### src/rtl/sht40_pkg.sv
// ----------------------------------------------------------------------------
// sht40_pkg
// Shared definitions for the SHT40 receive parser and the SCL/SDA master:
// parser state encoding, CRC-8 constants, frame length and a one-byte
// CRC-8 step function (poly 0x31, MSB first, no reflection, no final XOR).
// ----------------------------------------------------------------------------
package sht40_pkg;

   typedef enum logic [1:0] {
      ST_IDLE    = 2'd0,
      ST_COLLECT = 2'd1,
      ST_CHECK   = 2'd2
   } sht40_state_e;

   localparam logic [7:0] CRC_POLY    = 8'h31;
   localparam logic [7:0] CRC_INIT    = 8'hFF;
   localparam int         FRAME_BYTES = 6;

   // Folds one byte into a running CRC-8, MSB first.
   function automatic logic [7:0] crc8_byte(input logic [7:0] crc,
                                            input logic [7:0] data);
      logic [7:0] c;
      c = crc ^ data;
      for (int i = 0; i < 8; i++) begin
         c = c[7] ? ((c << 1) ^ CRC_POLY) : (c << 1);
      end
      return c;
   endfunction

endpackage

### src/rtl/sht40_crc8.sv
// ----------------------------------------------------------------------------
// sht40_crc8
// Combinational CRC-8 step: crc_out is crc_in with one data byte folded in.
// Ports:
//   crc_in  [7:0]  running CRC before the byte
//   data    [7:0]  byte to fold in
//   crc_out [7:0]  running CRC after the byte
// ----------------------------------------------------------------------------
module sht40_crc8
   import sht40_pkg::*;
(
   input  logic [7:0] crc_in,
   input  logic [7:0] data,
   output logic [7:0] crc_out
);

   assign crc_out = crc8_byte(crc_in, data);

endmodule

### src/rtl/sht40_rx_parser.sv
// ----------------------------------------------------------------------------
// sht40_rx_parser
// Collects the six bytes of an SHT40 read frame (temp MSB, temp LSB, temp CRC,
// RH MSB, RH LSB, RH CRC), checks the two CRCs and publishes the words.
//
// Optional feature: define SHT40_RX_CRC_CHECK_EN to compile in CRC checking.
// Without it the CRC bytes are counted and dropped, crc_err is 2'b00 and both
// words update on every completed frame.
//
// Parameters:
//   TIMEOUT_CYCLES  clk cycles allowed between bytes before the frame aborts
// Ports:
//   clk, rst_n      clock, asynchronous active-low reset
//   frame_start     pulse: open (or restart) a frame
//   byte_valid      strobe: byte_data holds a received byte
//   byte_data [7:0] received byte
//   last_byte       high while byte index 5 is expected (upstream sends NACK)
//   busy            high in COLLECT and CHECK
//   temp_raw [15:0] last accepted temperature word
//   rh_raw   [15:0] last accepted humidity word
//   data_valid      one-cycle pulse when a frame completes
//   crc_err  [1:0]  [0] temp CRC bad, [1] RH CRC bad; valid with data_valid
//   timeout         one-cycle pulse when a frame aborts on inactivity
//   state_dbg       current FSM state
//
// Handshake: byte_valid/frame_start are single-cycle strobes with no ready;
// a byte is consumed on the clk edge where byte_valid is high in COLLECT and
// frame_start is low. frame_start always wins and drops a coincident byte.
// ----------------------------------------------------------------------------
module sht40_rx_parser
   import sht40_pkg::*;
#(
   parameter logic [15:0] TIMEOUT_CYCLES = 16'd50000
) (
   input  logic         clk,
   input  logic         rst_n,
   input  logic         frame_start,
   input  logic         byte_valid,
   input  logic [7:0]   byte_data,
   output logic         last_byte,
   output logic         busy,
   output logic [15:0]  temp_raw,
   output logic [15:0]  rh_raw,
   output logic         data_valid,
   output logic [1:0]   crc_err,
   output logic         timeout,
   output sht40_state_e state_dbg
);

   localparam logic [2:0] LAST_IDX = 3'(FRAME_BYTES - 1);

   sht40_state_e state;
   logic [2:0]   idx;
   logic [15:0]  idle_cnt;
   logic [7:0]   temp_msb, temp_lsb, rh_msb, rh_lsb;

   assign state_dbg = state;

`ifdef SHT40_RX_CRC_CHECK_EN
   logic [7:0] crc_q;
   logic [7:0] crc_next;
   logic       temp_ok;
   logic       rh_ok;
   logic [1:0] crc_err_q;

   sht40_crc8 u_crc8 (
      .crc_in  (crc_q),
      .data    (byte_data),
      .crc_out (crc_next)
   );

   assign crc_err = crc_err_q;
`else
   assign crc_err = 2'b00;
`endif

   always_ff @(posedge clk or negedge rst_n) begin
      if (!rst_n) begin
         state      <= ST_IDLE;
         idx        <= 3'd0;
         idle_cnt   <= 16'd0;
         temp_msb   <= 8'h00;
         temp_lsb   <= 8'h00;
         rh_msb     <= 8'h00;
         rh_lsb     <= 8'h00;
         temp_raw   <= 16'h0000;
         rh_raw     <= 16'h0000;
         data_valid <= 1'b0;
         timeout    <= 1'b0;
         last_byte  <= 1'b0;
         busy       <= 1'b0;
`ifdef SHT40_RX_CRC_CHECK_EN
         crc_q      <= CRC_INIT;
         temp_ok    <= 1'b0;
         rh_ok      <= 1'b0;
         crc_err_q  <= 2'b00;
`endif
      end else begin
         data_valid <= 1'b0;
         timeout    <= 1'b0;
         if (frame_start) begin
            // Open or restart: anything collected so far is abandoned.
            state     <= ST_COLLECT;
            idx       <= 3'd0;
            idle_cnt  <= 16'd0;
            last_byte <= 1'b0;
            busy      <= 1'b1;
`ifdef SHT40_RX_CRC_CHECK_EN
            crc_q     <= CRC_INIT;
`endif
         end else begin
            case (state)
               ST_IDLE: begin
                  last_byte <= 1'b0;
                  busy      <= 1'b0;
               end

               ST_COLLECT: begin
                  if (byte_valid) begin
                     idle_cnt <= 16'd0;
                     case (idx)
                        3'd0:    temp_msb <= byte_data;
                        3'd1:    temp_lsb <= byte_data;
                        3'd3:    rh_msb   <= byte_data;
                        3'd4:    rh_lsb   <= byte_data;
                        default: ;
                     endcase
`ifdef SHT40_RX_CRC_CHECK_EN
                     // At a CRC byte the running CRC over the two data bytes
                     // must equal it; the RH word then starts a fresh CRC.
                     if (idx == 3'd2) begin
                        temp_ok <= (crc_q == byte_data);
                        crc_q   <= CRC_INIT;
                     end else if (idx == LAST_IDX) begin
                        rh_ok   <= (crc_q == byte_data);
                        crc_q   <= CRC_INIT;
                     end else begin
                        crc_q   <= crc_next;
                     end
`endif
                     if (idx == LAST_IDX) begin
                        state     <= ST_CHECK;
                        idx       <= 3'd0;
                        last_byte <= 1'b0;
                     end else begin
                        idx       <= idx + 3'd1;
                        last_byte <= (idx == LAST_IDX - 3'd1);
                     end
                  end else if (idle_cnt == TIMEOUT_CYCLES - 16'd1) begin
                     timeout   <= 1'b1;
                     state     <= ST_IDLE;
                     idx       <= 3'd0;
                     idle_cnt  <= 16'd0;
                     last_byte <= 1'b0;
                     busy      <= 1'b0;
                  end else begin
                     idle_cnt  <= idle_cnt + 16'd1;
                  end
               end

               ST_CHECK: begin
                  data_valid <= 1'b1;
`ifdef SHT40_RX_CRC_CHECK_EN
                  // A word with a bad CRC keeps its previous value.
                  if (temp_ok) temp_raw <= {temp_msb, temp_lsb};
                  if (rh_ok)   rh_raw   <= {rh_msb, rh_lsb};
                  crc_err_q <= {~rh_ok, ~temp_ok};
`else
                  temp_raw  <= {temp_msb, temp_lsb};
                  rh_raw    <= {rh_msb, rh_lsb};
`endif
                  state     <= ST_IDLE;
                  busy      <= 1'b0;
               end

               default: begin
                  state     <= ST_IDLE;
                  busy      <= 1'b0;
                  last_byte <= 1'b0;
               end
            endcase
         end
      end
   end

endmodule
### config.mk
export PLATFORM = sky130hd
export DESIGN_NAME = sht40_rx_parser
export DESIGN_NICKNAME = d
export VERILOG_FILES = /design/src/rtl/sht40_pkg.sv /design/src/rtl/sht40_crc8.sv /design/src/rtl/sht40_rx_parser.sv
export SDC_FILE = /design/constraint.sdc
export NUM_CORES = 1
export LEC_CHECK = 0
export CORE_ASPECT_RATIO = 1.1
export CORE_MARGIN = 5
export CORE_UTILIZATION = 50
export DETAILED_ROUTE_END_ITERATION = 7
export PLACE_DENSITY_LB_ADDON = 0.08
export SYNTH_ARGS = -nofsm -noshare
export SYNTH_HDL_FRONTEND = slang
export SYNTH_SLANG_ARGS = --single-unit
### constraint.sdc
create_clock -name clk -period 2.86 [get_ports clk]
set_input_delay 0.572 -clock clk [delete_from_list [all_inputs] [get_ports clk]]
set_output_delay 0.572 -clock clk [all_outputs]
set_load 0.02 [all_outputs]
==> results.txt, run 1 <==
Ratio of cells with drive above 1 in the final layout: 28.45%
Fin worst setup slack: 0.6641 ns
Ports: 52
Number of diodes: 0
DRT Pass-1 Iters: 4
Largest net degree at the start of global routing: 53
Post-detail-place hpwl: 5071 um
CP Data Arrival Time: 2.42 ns
CTS Root Cell: clkbuf_8
Reg2Reg Depth: 4
Required @ worst endpoint: 3.09 ns
Power density cells: 512.1 nW/um^2
Total chip power: 2378 uW
CP Max Fanout: 9
Nets@finish: 350
Clock skew: 0.006871 ns
H-tree depth reported by CTS: 3
First-pass GRT wire length: 12830 um
Die Area: 9495 um^2
Initial antenna violation count: 0
Setup_tns: 0 ns
Routed vias: 2436
Primary FF master, synth: dfrtp_1
Period utilization: 76.78%
Seq/Total Area, Yosys: 58.27%
Area occupied by multi-input gates: 1514 um^2
Flop2flop setup slack: 0.92 ns
Unrepaired setup endpoints after global routing: no
Starting Density: 51.15%
Remaining DRCs: 0
Reg-to-Reg Start: state_dbg[1]
Routed wire per std cell: 16.88 um
Die H: 101.7 um
Vias per cell: 5.462
CTS buffer count: 9
Hold_ws: 0.1767 ns
Postcts setup bufs: 0
Maximum VDD drop: 0.3005 mV
# rows: 33
FF-to-FF End: temp_lsb[2]
Final Wtd Congestion: 0.9008
Number of synthesized register bits: 89
Most frequent cells in the layout: dfrtp_1 (89), mux2_2 (64), clkdlybuf4s50_1 (48)
Seq. cell area: 2227 um^2
Core ar.: 7473 um^2
Syn Inst Count: 281
Iteration-0 DRC Markers: 61
Setup violators final: 0
Worst setup EP type: register
Clock Latency Late Sink: 0.34 ns
Max-Cap Viols: 0
Hold WC Path Type: in -> async
GRT Total Usage: 17.34%
Die width: 93.37 um
F_max: 455.4 MHz
P&R area growth vs syn: 21.47%
WL final: 7529 um
Fillers: 611
Most common cell after layout, fill and taps aside: dfrtp_1
Startpoint types: primary input
Post-synthesis cell type count: 50
Cell area after synthesis: 3822 um^2
Minimum clock period: 2.196 ns
Leakage power: 0.002012 uW
Fraction of registers with async set/reset: 100.0%
Number of synthesized flops with an enable pin: 0
Routed Antenna Nets: 0
PortBufs: 49
CP Class: in -> reg
Place WS: 0.2822 ns
Hold_buf cts: 0
Fin util: 62.13%
Clock Tree Buf Depth: 2
PostCTS Resize Cnt: 0
Worst-path clk slew: 0.09 ns
TritonCTS clock tree: done
Vias in the first global route: 2556
Syn Area/Cell: 13.60 um^2
Pins Over Slew Limit: 0
Status: complete, no violations
Total grt overflow: 0
Fin. Hold Viols: 0
Syn. warnings: 0
CTS Sinks: 89
cell usage after synthesis (2+ instances only):
master / n / area [um^2]
a211oi_1: 5 / 37.54
a21o_1: 2 / 15.01
nor4_1: 2 / 12.51
nor3_1: 10 / 50.05
clkbuf_1: 5 / 18.77
ha_1: 2 / 25.02
and4_1: 2 / 17.52
o2111ai_1: 2 / 17.52
a21oi_1: 4 / 20.02
nand2b_1: 4 / 25.02
nor2b_1: 3 / 18.77
nor4bb_1: 2 / 20.02
nand2_1: 9 / 33.78
xor2_1: 6 / 52.55
dfrtp_1: 89 / 2227
and2_1: 3 / 18.77
and3_1: 4 / 25.02
nand3b_1: 3 / 22.52
buf_4: 3 / 22.52
o211ai_1: 4 / 30.03
nor4_4: 2 / 42.54
or3_1: 4 / 25.02
buf_2: 5 / 25.02
o21ai_0: 6 / 30.03
nor2_1: 4 / 15.01
inv_1: 3 / 11.26
nand4_1: 6 / 37.54
mux2_2: 64 / 720.7
or4_1: 2 / 15.01
final cells by class:
class	instances	area share, %
sequential	89	47.97
inverter	3	0.2425
multi-input combinational	175	32.61
clock inverter	5	0.8084
tap	105	2.829
timing repair buffer	58	12.50
clock buffer	11	3.045
layer usage:
| metal | vias up | GRT usage [%] | share of wire [%] |
|---|---|---|---|
| li1 | 1136 | - | - |
| met1 | 1226 | 22.74 | 44 |
| met2 | 56 | 27.72 | 49 |
| met3 | 18 | 3.863 | 4.4 |
| met4 | 0 | 7.666 | 2.0 |
| met5 | - | 0 | 0 |
per-stage QoR:
stage                     area (um^2)  instances
after global placement           4464        430
after floorplan                  3826        282
after global routing             4643        446
after CTS                        4643        446
after detailed placement         4464        430
final                            4643        446
cell families after synthesis:
family                     synth area share, %
xor gates and xnor gates                 1.604
other                                  0.09811
and+or+nand+nor                          11.85
adders and majority gates               0.6546
buffers and inverters                    2.422
AOI/OAI and AO/OA                        5.991
DFF                                      58.27
muxes                                    19.12
critical path: stages:
cell             delay (ns)
clkdlybuf4s50_1        0.54
nand4bb_1              0.41
nor4b_4                0.33
buf_4                  0.22
mux2_2                 0.35
worst max-delay path by stage:
| stage | startpoint | to | slack (ns) | cells past startpoint |
|---|---|---|---|---|
| 2_1_floorplan | frame_start | temp_lsb[0] | 1.01 | 4 |
| 5_1_grt | byte_valid | temp_lsb[0] | 0.55 | 5 |
| 3_3_place_gp | byte_valid | temp_lsb[1] | 0.38 | 5 |
| 3_5_place_dp | byte_valid | temp_lsb[0] | 0.28 | 5 |
| 4_1_cts | byte_valid | temp_lsb[2] | 0.66 | 5 |
| 6_report | byte_valid | temp_lsb[2] | 0.66 | 5 |
flip-flops by register name, summed over array words and instances, names as in the netlist:
signal / flops
busy: 1
data_valid: 1
idle_cnt: 16
idx: 3
last_byte: 1
rh_lsb: 8
rh_msb: 8
rh_raw: 16
state_dbg: 2
temp_lsb: 8
temp_msb: 8
temp_raw: 16
timeout: 1
power breakdown:
part           total, uW  switching (uW)  internal, uW
Combinational        180            81.3          99.1
Clock                791             446           345
Sequential          1410            55.7          1350
Total               2380             583          1790
(Power assumes the default switching activity.)
==> run 2: changes to the inputs <==
Clock period 2.86 ns to 2.2 ns, I/O delays scaled along.
==> run 2 against run 1 <==
Routed wire length increased by 2.1%. Sequential cell count unchanged. Global-route usage increased by 0.76 points. Combinational power increased by 39%. Hold slack got worse by 0.11 ns. Largest power group unchanged. Highest routed layer unchanged.
==> results.txt, run 2 (synthesized netlist as in run 1, its figures left out) <==
Status: complete, no violations (unchanged)
Fin util: 64.12% (was 62.13%)
Slew headroom: 64.90%
Period utilization: 85.31%
Non-Filler Instances: 459 (was 446)
PostCTS Resize Cnt: 0 (unchanged)
Routed vias: 2489 (was 2436)
Worst slew pin tran: 0.5265 ns
Setup violators final: 0 (unchanged)
Clock Latency Late Sink: 0.34 ns (about the same)
Inst Count DP: 444 (was 430)
Setup_tns: 0 ns (unchanged)
Logic gate share of total power: 7.9% (was 7.6%)
Ratio of cells with drive above 1 in the final layout: 30.79% (was 28.45%)
Clock Tree Buf Depth: 2 (unchanged)
PortBufs: 49 (unchanged)
# rows: 33 (unchanged)
Required @ worst endpoint: 1.76 ns (was 3.09 ns)
Vias in the first global route: 2730 (was 2556)
CTS Sinks: 89 (unchanged)
First-pass GRT wire length: 13370 um (was 12830 um)
Routed Antenna Nets: 0 (unchanged)
Worst setup EP type: output pin (was register)
Flop2flop setup slack: 0.44 ns (was 0.92 ns)
Total chip power: 3152 uW (was 2378 uW)
Psw: 731.8 uW (was 583.3 uW)
Vias per cell: 5.423 (was 5.462)
Starting Density: 51.15% (unchanged)
Hold_buf cts: 0 (unchanged)
CTS Root Cell: clkbuf_8 (unchanged)
CTS buffer count: 9 (unchanged)
Unrepaired setup endpoints after global routing: no (unchanged)
Post-detail-place hpwl: 5522 um (was 5071 um)
Core ar.: 7473 um^2 (unchanged)
Clock skew: 0.009716 ns (was 0.006871 ns)
Crit-path slowest cell: clkdlybuf4s50_1 (unchanged)
CP cell instances: clkdlybuf4s50_1 (was clkdlybuf4s50_1, nand4bb_1, nor4b_4, buf_4, mux2_2)
Clock power share: 34.2% (was 33.3%)
Die Area: 9495 um^2 (unchanged)
DRT Pass-1 Iters: 6 (was 4)
Fin. Hold Viols: 0 (unchanged)
Final Wtd Congestion: 0.8627 (was 0.9008)
Hold WC Path Type: in -> async (unchanged)
Max-Cap Viols: 0 (unchanged)
Number of diodes: 0 (unchanged)
F_max: 532.8 MHz
Total grt overflow: 0 (unchanged)
Initial antenna violation count: 0 (unchanged)
WL final: 7686 um (was 7529 um)
Switching part of the total power: 23.21% (was 24.53%)
Remaining DRCs: 0 (unchanged)
GRT Total Usage: 18.10% (was 17.34%)
Postcts setup bufs: 0 (unchanged)
Minimum clock period: 1.877 ns
Biggest regs: idle_cnt (16), rh_raw (16), temp_raw (16) (unchanged)
Nets@finish: 364 (was 350)
Leakage power: 0.002084 uW (was 0.002012 uW)
Iteration-0 DRC Markers: 50 (was 61)
CP Max Fanout: 7 (was 9)
Hold_ws: 0.06424 ns (was 0.1767 ns)
Critical Path Start: state_dbg[0] (was byte_valid)
Die H: 101.7 um (unchanged)
Share of power burned in registers: 57.9% (was 59.1%)
WP buf/inv: 1 (was 2)
Internal: 2421 uW (was 1795 uW)
Routed wire per std cell: 16.75 um (was 16.88 um)
CP Data Arrival Time: 1.44 ns (was 2.42 ns)
Maximum VDD drop: 0.4550 mV (was 0.3005 mV)
P&R area growth vs syn: 25.37% (was 21.47%)
CP max stage delay: 0.65 ns (was 0.54 ns)
Die width: 93.37 um (unchanged)
Startpoint types: register (was primary input)
Top delay family on crit path: buffers and inverters (unchanged)
TritonCTS clock tree: done (unchanged)
Most frequent cells in the layout: dfrtp_1 (89), mux2_2 (64), clkdlybuf4s50_1 (48) (unchanged)
Largest net degree at the start of global routing: 40 (was 53)
CP Class: reg -> out (was in -> reg)
Ports: 52 (unchanged)
Most common cell after layout, fill and taps aside: dfrtp_1 (unchanged)
Worst-path clk slew: 0.09 ns (about the same)
Reg-to-Reg Start: idle_cnt[11] (was state_dbg[1])
H-tree depth reported by CTS: 3 (unchanged)
Pins Over Slew Limit: 0 (unchanged)
Power density cells: 657.8 nW/um^2 (was 512.1 nW/um^2)
==> run 2: final timing paths <==
kind,end,depth (start not counted)
min in group clk,busy,1
max in group asynchronous,rh_lsb[0],2
worst max-delay path,state_dbg[0],1
worst min-delay path,idle_cnt[12],1
worst max register to register,idle_cnt[5],5
worst min register to register,busy,1
==> run 2: per-layer routing <==
| metal | up-vias | track usage [%] | wire [um] |
|---|---|---|---|
| met2 | 37 | 31.08 | 4062 |
| met1 | 1282 | 22.51 | 3311 |
| met5 | - | 0 | 0 |
| met4 | 0 | 7.328 | 75 |
| li1 | 1164 | - | - |
| met3 | 6 | 3.492 | 236 |
==> run 2: stage by stage <==
step                      setup slack, ns  area, um^2
after floorplan                    0.4166        3826
after global placement            0.07542        4607
after detailed placement          0.04756        4607
after CTS                          0.3050        4792
after global routing               0.2297        4792
final                              0.3233        4792
==> run 2: final cells by class <==
class                           instances  area, um^2
Fill cell                             595        2681
Multi-Input combinational cell        175        1514
Clock buffer                           11       131.4
Sequential cell                        89        2227
Timing Repair Buffer                   72       723.2
Clock inverter                          4       53.80
Inverter                                3       11.26
Tap cell                              105       131.4
==> run 2: power by group through the flow <==
stage	sequential [uW]	combinational, uW	clock, uW
floorplan	1830	157	0
global placement	1850	246	0
detailed placement	1860	256	0
CTS	1830	256	1110
global route	1840	282	1190
finish	1820	250	1080
==> run 3: changes to the inputs <==
Settings changed: REMOVE_ABC_BUFFERS from default to 1, SLEW_MARGIN from default to 20.
==> run 3 against run 2 <==
First-iteration DRC count is 82% higher. Sequential power hardly changed. Critical path depth stayed put. Clock skew hardly changed. Maximum frequency hardly changed. Final cell count stayed put. Die area stayed put. Clock power hardly changed. Routed wire length is 2.1% higher. Design area is 0.26% lower.
==> results.txt, run 3 (synthesized netlist as in run 1, its figures left out) <==
Ports: 52 (unchanged)
GRT Total Usage: 18.35% (was 18.10%)
Total chip power: 3178 uW (was 3152 uW)
Hold WC Path Type: in -> async (unchanged)
Fillers: 586 (was 595)
Total grt overflow: 0 (unchanged)
Routed wire per std cell: 17.09 um (was 16.75 um)
WP buf/inv: 1 (unchanged)
Unrepaired setup endpoints after global routing: no (unchanged)
Final Wtd Congestion: 0.8721 (was 0.8627)
Vias per cell: 5.451 (was 5.423)
Startpoint types: register (unchanged)
Largest net degree at the start of global routing: 43 (was 40)
CP Class: reg -> out (unchanged)
Iteration-0 DRC Markers: 91 (was 50)
Postcts setup bufs: 0 (unchanged)
CTS Root Cell: clkbuf_8 (unchanged)
Crit-path slowest cell: clkdlybuf4s50_1 (unchanged)
PortBufs: 49 (unchanged)
Core ar.: 7473 um^2 (unchanged)
# rows: 33 (unchanged)
Hold_buf cts: 0 (unchanged)
Pins Over Slew Limit: 0 (unchanged)
Die H: 101.7 um (unchanged)
DRT Pass-1 Iters: 4 (was 6)
Fin worst setup slack: 0.3242 ns (was 0.3233 ns)
Post-detail-place hpwl: 5527 um (was 5522 um)
Die Area: 9495 um^2 (unchanged)
Maximum VDD drop: 0.4321 mV (was 0.4550 mV)
Top delay family on crit path: buffers and inverters (unchanged)
Place WS: 0.02861 ns (was 0.04756 ns)
CP Max Fanout: 7 (unchanged)
F_max: 533.1 MHz (was 532.8 MHz)
Setup_tns: 0 ns (unchanged)
Routed Antenna Nets: 0 (unchanged)
Number of diodes: 0 (unchanged)
WL final: 7845 um (was 7686 um)
Setup violators final: 0 (unchanged)
Worst setup EP type: output pin (unchanged)
CTS Sinks: 89 (unchanged)
CP max stage delay: 0.65 ns (about the same)
Most frequent cells in the layout: dfrtp_1 (89), mux2_2 (64), clkdlybuf4s50_1 (48) (unchanged)
Biggest regs: idle_cnt (16), rh_raw (16), temp_raw (16) (unchanged)
Clock skew: 0.009525 ns (was 0.009716 ns)
Initial antenna violation count: 0 (unchanged)
Max-Cap Viols: 0 (unchanged)
CTS buffer count: 9 (unchanged)
Fin util: 63.95% (was 64.12%)
Fin. Hold Viols: 0 (unchanged)
Most common cell after layout, fill and taps aside: dfrtp_1 (unchanged)
Required @ worst endpoint: 1.76 ns (about the same)
Clock Latency Late Sink: 0.34 ns (about the same)
Routed vias: 2502 (was 2489)
Ratio of cells with drive above 1 in the final layout: 31.07% (was 30.79%)
Remaining DRCs: 0 (unchanged)
Starting Density: 51.15% (unchanged)
PostCTS Resize Cnt: 0 (unchanged)
First-pass GRT wire length: 13610 um (was 13370 um)
Leakage power: 0.002094 uW (was 0.002084 uW)
Minimum clock period: 1.876 ns (was 1.877 ns)
H-tree depth reported by CTS: 3 (unchanged)
CP cell instances: clkdlybuf4s50_1 (unchanged)
CP Data Arrival Time: 1.44 ns (about the same)
Power density cells: 664.9 nW/um^2 (was 657.8 nW/um^2)
Clock Tree Buf Depth: 2 (unchanged)
Worst-path clk slew: 0.09 ns (about the same)
Vias in the first global route: 2675 (was 2730)
TritonCTS clock tree: done (unchanged)
P&R area growth vs syn: 25.04% (was 25.37%)
Status: complete, no violations (unchanged)
Nets@finish: 363 (was 364)
Die width: 93.37 um (unchanged)
Period utilization: 85.26% (was 85.31%)
==> run 3: worst register-to-register path: cells and delay by family (launching register included) <==
family                 cells  cell delay (ns)
DFF                        1             0.45
muxes                      1             0.27
and+or+nand+nor            3             0.79
buffers and inverters      1             0.17
==> run 3: path summary, 6_finish.rpt <==
path	from	end	cells after the start	slack, ns
worst max-delay path	state_dbg[0]	state_dbg[0]	1	0.32
worst min-delay path	rst_n	idle_cnt[14]	1	0.05
worst max register to register	state_dbg[1]	rh_msb[3]	5	0.43
worst min register to register	busy	busy	1	0.49
max in group asynchronous	rst_n	rh_raw[9]	2	1.56
min in group clk	busy	busy	1	0.49
==> run 3: per-layer routing <==
| layer | routed length, um | GRT usage, % | share of wire [%] | vias up |
|---|---|---|---|---|
| met4 | 55 | 4.622 | 0.70 | 0 |
| met3 | 274 | 4.606 | 3.5 | 5 |
| li1 | - | - | - | 1167 |
| met1 | 3513 | 24.43 | 45 | 1288 |
| met5 | 0 | 0 | 0 | - |
| met2 | 4002 | 30.31 | 51 | 42 |
==> run 3: per-stage QoR <==
step	std cells	instance area, um^2	hold WS (ns)
floorplan	267	3745	0.1444
global placement	443	4587	0.4305
detailed placement	443	4587	0.4286
CTS	459	4780	0.04205
global route	459	4780	0.06799
finish	459	4780	0.05000
==> run 3: layout make-up <==
type | count | area (um^2) | area share (%)
clock buffers | 10 | 127.6 | 2.670
clock inverters | 6 | 65.06 | 1.361
repair buffers | 71 | 703.2 | 14.71
flip-flops and latches | 89 | 2227 | 46.60
multi-input cells | 175 | 1514 | 31.68
inverters | 3 | 11.26 | 0.2356
well taps | 105 | 131.4 | 2.749
==> run 3: report_power, final <==
part | switching, uW | internal [uW]
clock network | 572 | 530
logic | 111 | 141
registers | 68.9 | 1760
total | 751 | 2430
